File: src/rtl/mem_interface.sv
// Memory-side stage: captures the bus into MAR/MDR and runs a req/ack handshake with word-addressed RAM.
// Optional REQ watchdog enabled by defining MEM_TIMEOUT_EN.
module mem_interface #(
  parameter int unsigned DATA_W  = 32,
  parameter int unsigned ADDR_W  = 9,
  parameter int unsigned TIMEOUT = 15
) (
  input  logic              clock,
  input  logic              clear,
  input  logic [DATA_W-1:0] BusMuxOut,
  input  logic              MARin,
  input  logic              MDRin,
  input  logic              Read,
  input  logic              Write,
  output logic [ADDR_W-1:0] mem_addr,
  output logic [DATA_W-1:0] mem_wdata,
  output logic              mem_req,
  output logic              mem_we,
  input  logic [DATA_W-1:0] mem_rdata,
  input  logic              mem_ack,
  output logic [ADDR_W-1:0] MAR_q,
  output logic [DATA_W-1:0] MDR_q,
  output logic              busy,
  output logic              done,
  output logic              error
);

  localparam int unsigned CNT_W = 8;

  if (TIMEOUT < 1 || TIMEOUT > 255) begin : g_bad_timeout
    $error("mem_interface: TIMEOUT must be within 1..255");
  end

  typedef enum logic [1:0] {
    IDLE = 2'd0,
    REQ  = 2'd1,
    DONE = 2'd2
  } state_e;

  state_e            state_q, state_d;
  logic [ADDR_W-1:0] mar_q, mar_d;
  logic [DATA_W-1:0] mdr_q, mdr_d;
  logic              we_q, we_d;
  logic              err_q, err_d;
`ifdef MEM_TIMEOUT_EN
  logic [CNT_W-1:0]  cnt_q, cnt_d;
`endif

  // State and datapath registers
  always_ff @(posedge clock) begin
    if (clear) begin
      state_q <= IDLE;
      mar_q   <= '0;
      mdr_q   <= '0;
      we_q    <= 1'b0;
      err_q   <= 1'b0;
`ifdef MEM_TIMEOUT_EN
      cnt_q   <= '0;
`endif
    end else begin
      state_q <= state_d;
      mar_q   <= mar_d;
      mdr_q   <= mdr_d;
      we_q    <= we_d;
      err_q   <= err_d;
`ifdef MEM_TIMEOUT_EN
      cnt_q   <= cnt_d;
`endif
    end
  end

  // Next-state and register-load decode; any start strobe in IDLE blocks MAR/MDR loads
  always_comb begin
    state_d = state_q;
    mar_d   = mar_q;
    mdr_d   = mdr_q;
    we_d    = we_q;
    err_d   = err_q;
`ifdef MEM_TIMEOUT_EN
    cnt_d   = cnt_q;
`endif
    case (state_q)
      IDLE: begin
        if (Read && Write) begin
          err_d = 1'b1;
        end else if (Read || Write) begin
          state_d = REQ;
          we_d    = Write;
          err_d   = 1'b0;
`ifdef MEM_TIMEOUT_EN
          cnt_d   = '0;
`endif
        end else begin
          if (MARin) mar_d = BusMuxOut[ADDR_W-1:0];
          if (MDRin) mdr_d = BusMuxOut;
        end
      end
      REQ: begin
        if (mem_ack) begin
          state_d = DONE;
          if (!we_q) mdr_d = mem_rdata;
        end
`ifdef MEM_TIMEOUT_EN
        else if (cnt_q == CNT_W'(TIMEOUT - 1)) begin
          state_d = DONE;
          err_d   = 1'b1;
        end else begin
          cnt_d = cnt_q + CNT_W'(1);
        end
`endif
      end
      DONE:    state_d = IDLE;
      default: state_d = IDLE;
    endcase
  end

  // Outputs are registers or decodes of the registered state
  assign mem_addr  = mar_q;
  assign mem_wdata = mdr_q;
  assign MAR_q     = mar_q;
  assign MDR_q     = mdr_q;
  assign mem_we    = we_q;
  assign error     = err_q;
  assign mem_req   = (state_q == REQ);
  assign busy      = (state_q != IDLE);
  assign done      = (state_q == DONE);

endmodule

File: config.mk
export PLATFORM = sky130hd
export DESIGN_NAME = mem_interface
export DESIGN_NICKNAME = d
export VERILOG_FILES = /design/src/rtl/mem_interface.sv
export SDC_FILE = /design/constraint.sdc
export NUM_CORES = 1
export LEC_CHECK = 0
export BUFFER_PORTS_ARGS = -buffer_cell sky130_fd_sc_hd__buf_2
export CELL_PAD_IN_SITES_DETAIL_PLACEMENT = 0
export CELL_PAD_IN_SITES_GLOBAL_PLACEMENT = 1
export CORE_MARGIN = 2
export CORE_UTILIZATION = 27
export DETAILED_ROUTE_END_ITERATION = 12
export GPL_ROUTABILITY_DRIVEN = 0
export PLACE_DENSITY = 0.77
export SLEW_MARGIN = 25
export SYNTH_ARGS = -nofsm -noshare
export SYNTH_HDL_FRONTEND = slang
export SYNTH_SLANG_ARGS = --single-unit
File: constraint.sdc
create_clock -name clock -period 1.7 [get_ports clock]
set_input_delay 0.255 -clock clock [delete_from_list [all_inputs] [get_ports clock]]
set_output_delay 0.255 -clock clock [all_outputs]
set_load 0.005 [all_outputs]
==> impl_metrics.toml, run 1 <==
[outcome]
status = "complete, no violations"

[power]
leakagePower_nw = 1.68
ir_drop_mv = 0.304
comb_power_share_pct = 31.5
seqPwrFrac_pct = 44.3
p_clk_share_pct = 24.2
p_total_mw = 2.75
switching_share_pct = 30.0
switching_power_uw = 824
powerDensity_nw_per_um2 = 789
internal-power_mw = 1.93

[sta]
fmax_ghz = 0.593
setup_viol = 0
whs_ns = 0.208
setup_slack_ns = 0.0129
hold_viol_final = 0
rsz0062_at_grt = "true"
fin_crit_ns = 1.69
timing.final.max_slew_violations = 0
setup_tns_ns = 0
period_share_pct = 99.2
maxSlewHeadroom_pct = 66.7
clock_skew_ns = 0.00620
tightest_slew_ns = 0.500

[synthesis]
ys_seq_area_share_pct = 37.6
async_flop_share_pct = 0
yosysTopAreaCell = "dfxtp_1"
yosys_register_bits = 45
synth_nets = 323
yosysWarnings = 0
synth_top_flop_cell = "dfxtp_1"
synth_area_sq_um = 2400
synthCells = 250
avgSynthCellArea_sq_um = 9.58
synth_edf_count = 0
yosysUniqueCellTypes = 22
netlist.area_leader.share_pct = 37.6
synth.area.top_cells = "dfxtp_1 38%, a211oi_2 15%, buf_4 14%"

[die]
die-area_sq_um = 9640
core_region_area_sq_um = 8680
pin_count = 158
fp.dieH_microns = 98.2
start_util_pct = 27.6
core.rowCount = 34
die_w_microns = 98.2

[cells_and_area]
drive_gt1_share_pct = 64.9
antenna_cells = 0
nFillCells = 886
multiInputGateArea_sq_um = 1230
final_util_pct = 40.2
regArea_sq_um = 903
area_growth_syn_to_layout_pct = 45.5
fin_nets = 449

[routing]
postRouteAntennaNets = 0
dr_total_vias = 2182
vias_per_cell = 4.51
routedWlPerCell_microns = 13.5
drt_wl_total_microns = 6520
drtIter0Drc = 16
drcViolationCount = 0
dr.pass1.iters = 4

[setup_path]
crit_buf_inv = 2
worstPathMaxFanout = 8
criticalPathCategory = "reg2reg"
cp_cell_sequence = "or3b_4 -> a221oi_4 -> buf_12 -> clkbuf_16 -> nor2_2 -> a211oi_1"
end_kind = "register"
crit_family = "compound AO/OA/AOI/OAI gates"
slowest_delay_ns = 0.41
required_ns = 1.91
cp_slowest_cell = "or3b_4"
worst_setup_path_start_kind = "register"
arrival_ns = 1.90

[global_route]
grtUsageTotal_pct = 12.2
grt_overflow = 0
antenna_found_initial = 0
grt_pass1_vias = 1989
grt_pass1_wl_microns = 9670
grt_max_degree = 23

[placed_design]
place_hpwl_microns = 4490
portBuffers = 157
pre_cts_slack_ns = -0.314

[clocking]
cts_buffers = 5
cts_buffer_depth = 2
ctsHoldBuffers = 0
worstSkewPairLatency_ns = 0.29
cts-htree-levels = 2
clock-sinks = 45
cts_tree = "done"
clk_pin_slew_ns = 0.08
cts_root_buf = "clkbuf_8"

[min_path]
min_path_type = "in2reg"

[run]
maxCapViolCount = 0
per-layer routing:
metal  part of all wire, %  vias up  global-route usage [%]
met5                     0        -                       0
met3                   7.7        2                    3.22
li1                      -     1073                       -
met1                    44     1015                    15.5
met2                    48       92                    21.0
met4                  0.32        0                    2.53
kinds of logic (layout without fill, tap and decap cells):
| group | after synthesis | after routing | share of synthesized area (%) |
|---|---|---|---|
| compound gates | 44 | 44 | 19.4 |
| fa+ha+maj | 2 | 2 | 1.04 |
| buf+inv | 60 | 186 | 16.7 |
| flops | 45 | 45 | 37.6 |
| mux | 33 | 33 | 13.8 |
| simple gates | 66 | 66 | 11.5 |
registers in the layout, summed over array words and instances (netlist names):
| register | cells |
|---|---|
| MDR_q | 32 |
| MAR_q | 9 |
| state_q | 2 |
| error | 1 |
| mem_we | 1 |
area by class of cell:
type                    instances  share of cell area, %
repair buffers                176                   32.0
clock buffers                   7                   2.48
well taps                     108                   3.88
flip-flops and latches         45                   25.9
multi-input cells             145                   35.2
inverters                       3                  0.538
placed cells by master, fill, tap and decap left out, drive strengths merged:
cell type,n
a21oi,10
buf,172
inv,3
dfxtp,45
clkbuf,11
nand2b,2
a221oi,1
nand3,2
mux2i,33
or3b,1
nor2,34
ha,2
a2111oi,1
and3b,1
nor2b,1
nor3,1
and2b,1
a211oi,32
nand2,22
and3,1
tightest hold or removal path: stages:
cell	delay, ns
buf_2	0.10
nand2_1	0.05
a21oi_1	0.05
cells in the mapped netlist (all sizes together) (2+ instances only):
library cell	instances
a211oi	32
a21oi	10
buf	49
clkbuf	8
dfxtp	45
ha	2
inv	3
mux2i	33
nand2	22
nand2b	2
nand3	2
nor2	34
power groups by stage:
| stage | logic, mW | clock network, mW | registers (mW) |
|---|---|---|---|
| floorplan | 0.521 | 0 | 1.24 |
| global placement | 0.732 | 0 | 1.23 |
| detailed placement | 0.744 | 0 | 1.24 |
| CTS | 0.800 | 0.705 | 1.21 |
| global route | 0.949 | 0.737 | 1.23 |
| finish | 0.865 | 0.666 | 1.22 |
what timing repair did:
action | 4_1_cts | 5_1_grt
setup endpoints to repair | 16 | 37
cloned | 2 | 5
setup buffers | 1 | 2
pin swaps | 1 | 31
gates resized for setup | 2 | 25
path summary, 6_finish.rpt:
kind	endpoint	from	slack (ns)	cells past startpoint
hold reg to reg	mem_we$_SDFFE_PP0P_	mem_we$_SDFFE_PP0P_	0.47	2
setup / recovery	MDR_q[9]$_SDFFE_PP0P_	state_q[0]$_SDFFE_PP0P_	0.01	6
setup reg to reg	MDR_q[9]$_SDFFE_PP0P_	state_q[0]$_SDFFE_PP0P_	0.01	6
hold / removal	MAR_q[7]$_SDFFE_PP0P_	BusMuxOut[7]	0.21	3
stage by stage:
stage	cells	cell area, sq um
floorplan	250	2480
global placement	468	3110
detailed placement	468	3110
CTS	478	3290
global route	484	3490
finish	484	3490
Note: power is estimated with default switching activity, not from simulation.
==> run 2: changes to the inputs <==
==> constraint.sdc (replaced) <==
create_clock -name clock -period 1.7 [get_ports clock]
set_input_delay 0.425 -clock clock [delete_from_list [all_inputs] [get_ports clock]]
set_output_delay 0.425 -clock clock [all_outputs]
set_load 0.005 [all_outputs]
==> impl_metrics.toml, run 2 (synthesis gave the netlist of run 1 again) <==
[outcome]
status = "finished with violations"
violations = "setup timing"

[routing]
dr.pass1.iters = 4
drt_wl_total_microns = 6590
drcViolationCount = 0
routedWlPerCell_microns = 13.3
vias_per_cell = 4.48
postRouteAntennaNets = 0
dr_total_vias = 2216
drtIter0Drc = 35

[die]
core_region_area_sq_um = 8680
die_w_microns = 98.2
die-area_sq_um = 9640
fp.dieH_microns = 98.2
start_util_pct = 27.6
core.rowCount = 34
pin_count = 158

[cells_and_area]
antenna_cells = 0
final_common_cell = "buf_2"
nFillCells = 854
fin_nets = 459
largest_register_ffs = 32
fin_area_sq_um = 3650
final_cell_mix = "155 x buf_2, 44 x dfxtp_1, 33 x mux2i_1, 31 x a211oi_2, 22 x nand2_1"
area_growth_syn_to_layout_pct = 52.3
drive_gt1_share_pct = 65.6
fin_cells = 495

[power]
leakagePower_nw = 1.76
ir_drop_mv = 0.476
p_total_mw = 2.99
powerDensity_nw_per_um2 = 820

[clocking]
cts_buffers = 5
clk_pin_slew_ns = 0.09
cts_tree = "done"
cts-htree-levels = 2
ctsHoldBuffers = 0
clock-sinks = 45
cts_root_buf = "clkbuf_8"
worstSkewPairLatency_ns = 0.29
cts_buffer_depth = 2

[min_path]
min_path_type = "in2reg"

[placed_design]
place_hpwl_microns = 4640
portBuffers = 157
place_area_sq_um = 3180
dp_cells = 476

[sta]
setup_slack_ns = -0.0816
rsz0062_at_grt = "true"
setup_viol = 26
hold_viol_final = 0
period_share_pct = 105
fin_crit_ns = 1.78
setup_tns_ns = -1.05
timing.final.max_slew_violations = 0
maxSlewHeadroom_pct = 65.9
tightest_slew_ns = 0.511
fmax_ghz = 0.561
clock_skew_ns = 0.00522
whs_ns = 0.370

[global_route]
grt_max_degree = 24
top_usage_layer = "met2"
grt_pass1_vias = 2130
grt_use_met1_pct = 16.4
grt_overflow = 0
antenna_found_initial = 0
grt_pass1_wl_microns = 10400
use_met2_pct = 23.8
gr-usage-met3_pct = 3.36
grtUsageTotal_pct = 13.3

[run]
maxCapViolCount = 0

[setup_path]
end_kind = "register"
arrival_ns = 1.97
criticalPathCategory = "in2reg"
worst_setup_path_start_kind = "input pin"
required_ns = 1.89
worstPathMaxFanout = 6
[run 2: cell types whose count changed in the layout (fill, tap and decap cells not counted), sizes merged]
cell	before	now
inv	3	2
clkbuf	11	9
clkinv	0	1
buf	172	184
bufinv	0	1
[run 2: metal layers]
metal	wire length [microns]	vias up
met5	0	-
met4	65	0
met3	515	7
met2	3210	100
met1	2790	1021
li1	-	1088
[run 2: report_power, final]
part | internal [mW] | total, mW | switching, mW | leakage (nW)
Clock | 0.480 | 0.839 | 0.359 | 0.0585
Sequential | 1.14 | 1.22 | 0.0756 | 0.368
Combinational | 0.516 | 0.936 | 0.420 | 1.33
[run 2: cell type report]
| type | count | area [sq um] | area share (%) |
|---|---|---|---|
| inverter | 3 | 18.8 | 0.514 |
| clock buffer | 7 | 86.3 | 2.37 |
| tap | 108 | 135 | 3.70 |
| sequential | 45 | 902 | 24.7 |
| clock inverter | 1 | 30.0 | 0.823 |
| timing repair buffer | 186 | 1240 | 34.1 |
| multi-input combinational | 145 | 1230 | 33.7 |
[run 2: path summary, 6_finish.rpt]
check | from | to | slack [ns] | cells past startpoint
worst max-delay path | Write | MDR_q[23]$_SDFFE_PP0P_ | -0.08 | 10
worst min-delay path | BusMuxOut[6] | MAR_q[6]$_SDFFE_PP0P_ | 0.37 | 3
worst max register to register | state_q[0]$_SDFFE_PP0P_ | MDR_q[23]$_SDFFE_PP0P_ | -0.02 | 7
worst min register to register | MAR_q[6]$_SDFFE_PP0P_ | MAR_q[6]$_SDFFE_PP0P_ | 0.47 | 2
[run 2: per-stage QoR]
stage / setup slack, ns / utilization, %
6_report: -0.0816 / 42.0
5_1_grt: -0.125 / 42.0
4_1_cts: -0.136 / 41.6
3_5_place_dp: -0.447 / 36.6
3_3_place_gp: -0.420 / 36.6
2_1_floorplan: -0.243 / -
[run 2: timing repair]
action / 4_1_cts / 5_1_grt
setup endpoints to repair: 33 / 33
endpoints found under the hold margin: 0 / 0
setup buffers: 5 / 2
pin swaps: 8 / 10
cloned: 5 / 2
gates resized for setup: 25 / 16
[run 2: critical path: stages]
cell       delay (ns)
buf_8            0.11
inv_4            0.05
ha_4             0.11
or3b_4           0.39
a221oi_4         0.31
buf_12           0.18
buf_12           0.13
clkbuf_16        0.14
buf_6            0.08
a211oi_2         0.04
==> run 3: changes to the inputs <==
- BUFFER_PORTS_ARGS: -buffer_cell sky130_fd_sc_hd__buf_2 -> unset
- CORE_UTILIZATION: 27 -> 40
- DONT_BUFFER_PORTS: unset -> 1
- PLACE_DENSITY: 0.77 -> 0.75
- SETUP_SLACK_MARGIN: unset -> 0.2
==> impl_metrics.toml, run 3 (synthesis gave the netlist of run 1 again) <==
[setup_path]
r2r-start = "state_q[0]$_SDFFE_PP0P_"
crit_buf_inv = 2
path_common_cell = "buf_12"
slowest_delay_ns = 0.38
critPathLaunch = "state_q[0]$_SDFFE_PP0P_"
crit_family = "compound AO/OA/AOI/OAI gates"
cp_cell_sequence = "or3b_4 -> a221oi_4 -> buf_12 -> buf_12 -> nor2_1 -> a211oi_2"
worstPathMaxFanout = 15
required_ns = 1.92
end_kind = "register"
worst_setup_path_start_kind = "register"
criticalPathCategory = "reg2reg"
arrival_ns = 1.88
cp_slowest_cell = "or3b_4"

[min_path]
min_from = "clear"
min_path_type = "in2reg"

[global_route]
grt_overflow = 0
antenna_found_initial = 0
grt_pass1_wl_microns = 7190
grt_max_degree = 46
grtUsageTotal_pct = 14.5
grt_pass1_vias = 1439

[cells_and_area]
area_growth_syn_to_layout_pct = 9.92
fin_nets = 302
nFillCells = 561
antenna_cells = 0
final_common_cell = "dfxtp_1"
drive_gt1_share_pct = 38.7
largest_register_ffs = 32
final_util_pct = 45.0
final_cell_mix = "43 x dfxtp_1, 33 x mux2i_1, 29 x a211oi_2, 22 x nand2_1, 21 x buf_4"
regArea_sq_um = 903
fin_cells = 305
multiInputGateArea_sq_um = 1190

[routing]
dr_wl_met3_microns = 488
drcViolationCount = 0
routedWlPerCell_microns = 16.7
drt_wl_total_microns = 5090
top_layer = "met4"
vias_per_cell = 5.29
drtIter0Drc = 47
wl_met1_microns = 2090
postRouteAntennaNets = 0
dr.pass1.iters = 4
dr_total_vias = 1612
met2_length_microns = 2430

[die]
die_w_microns = 81.4
die-area_sq_um = 6630
fp.dieH_microns = 81.4
start_util_pct = 41.0
core_region_area_sq_um = 5850
pin_count = 158
core.rowCount = 28

[outcome]
status = "complete, no violations"

[sta]
tightest_slew_ns = 0.423
fin_crit_ns = 1.66
setup_slack_ns = 0.0380
maxSlewHeadroom_pct = 71.1
hold_viol_final = 0
setup_viol = 0
timing.final.max_slew_violations = 0
clock_skew_ns = 0.00608
fmax_ghz = 0.602
rsz0062_at_grt = "true"
whs_ns = 0.188
period_share_pct = 97.8

[clocking]
cts_tree = "done"
clock-sinks = 45
ctsHoldBuffers = 0
cts_buffers = 5
cts-htree-levels = 2
cts_buffer_depth = 2
clk_pin_slew_ns = 0.08
cts_root_buf = "clkbuf_8"
worstSkewPairLatency_ns = 0.29

[power]
switching_share_pct = 28.7
seqPwrFrac_pct = 49.0
internal-power_mw = 1.82
switching_power_uw = 733
ir_drop_mv = 0.405
p_clk_share_pct = 28.5
leakagePower_nw = 0.967
powerDensity_nw_per_um2 = 969
comb_power_share_pct = 22.5

[placed_design]
dp_cells = 282
pre_cts_slack_ns = -0.260
place_hpwl_microns = 3540
portBuffers = 0

[run]
maxCapViolCount = 0
## run 3: cell types whose count changed in the layout (fill, tap and decap cells not counted), sizes merged
cell    previous run  this run
bufinv             1         0
bufbuf             0         1
inv                2         3
clkbuf             9         8
buf              184        27
## run 3: layout make-up
cell class,count,share of cell area [%]
repair buffers,29,12.4
flip-flops and latches,45,34.3
clock buffers,7,3.66
inverters,3,0.713
well taps,75,3.56
multi-input cells,145,45.2
clock inverters,1,0.190
## run 3: worst reg2reg max path, cell delays in order, from the launching register on
cell and delay [ns]:
dfxtp_2 0.33, or3b_4 0.38, a221oi_4 0.31, buf_12 0.18, buf_12 0.16, nor2_1 0.06, a211oi_2 0.17
## run 3: worst paths after layout
| check | to | slack (ns) | cells past startpoint |
|---|---|---|---|
| setup reg to reg | MDR_q[18]$_SDFFE_PP0P_ | 0.04 | 6 |
| hold reg to reg | mem_we$_SDFFE_PP0P_ | 0.49 | 2 |
| setup / recovery | MDR_q[18]$_SDFFE_PP0P_ | 0.04 | 6 |
| hold / removal | MDR_q[17]$_SDFFE_PP0P_ | 0.19 | 1 |
## run 3: stage by stage
stage          total power [mW]  setup TNS (ns)  cell area [sq um]
2_1_floorplan              1.76           -7.23               2480
3_3_place_gp               1.75           -6.41               2340
3_5_place_dp               1.76           -7.07               2340
4_1_cts                    2.56               0               2570
5_1_grt                    2.69         -0.0536               2630
6_report                   2.55               0               2630
## run 3: power by group through the flow
stage          sequential, mW  clock [mW]  combinational (mW)
6_report                 1.25       0.727               0.574
5_1_grt                  1.27       0.791               0.626
4_1_cts                  1.25       0.755               0.554
3_5_place_dp             1.27           0               0.489
3_3_place_gp             1.27           0               0.476
2_1_floorplan            1.24           0               0.519
## run 3: per-layer routing
layer | global-route usage [%] | vias to the layer above
li1 | - | 776
met1 | 17.4 | 739
met2 | 24.0 | 84
met3 | 5.33 | 13
met4 | 4.75 | 0
met5 | 0 | -
## run 3: timing repair
item,in CTS,in global routing
buffers inserted,12,1
pin swaps,1,4
setup endpoints to repair,42,33
cloned,1,1
gates resized for setup,3,9
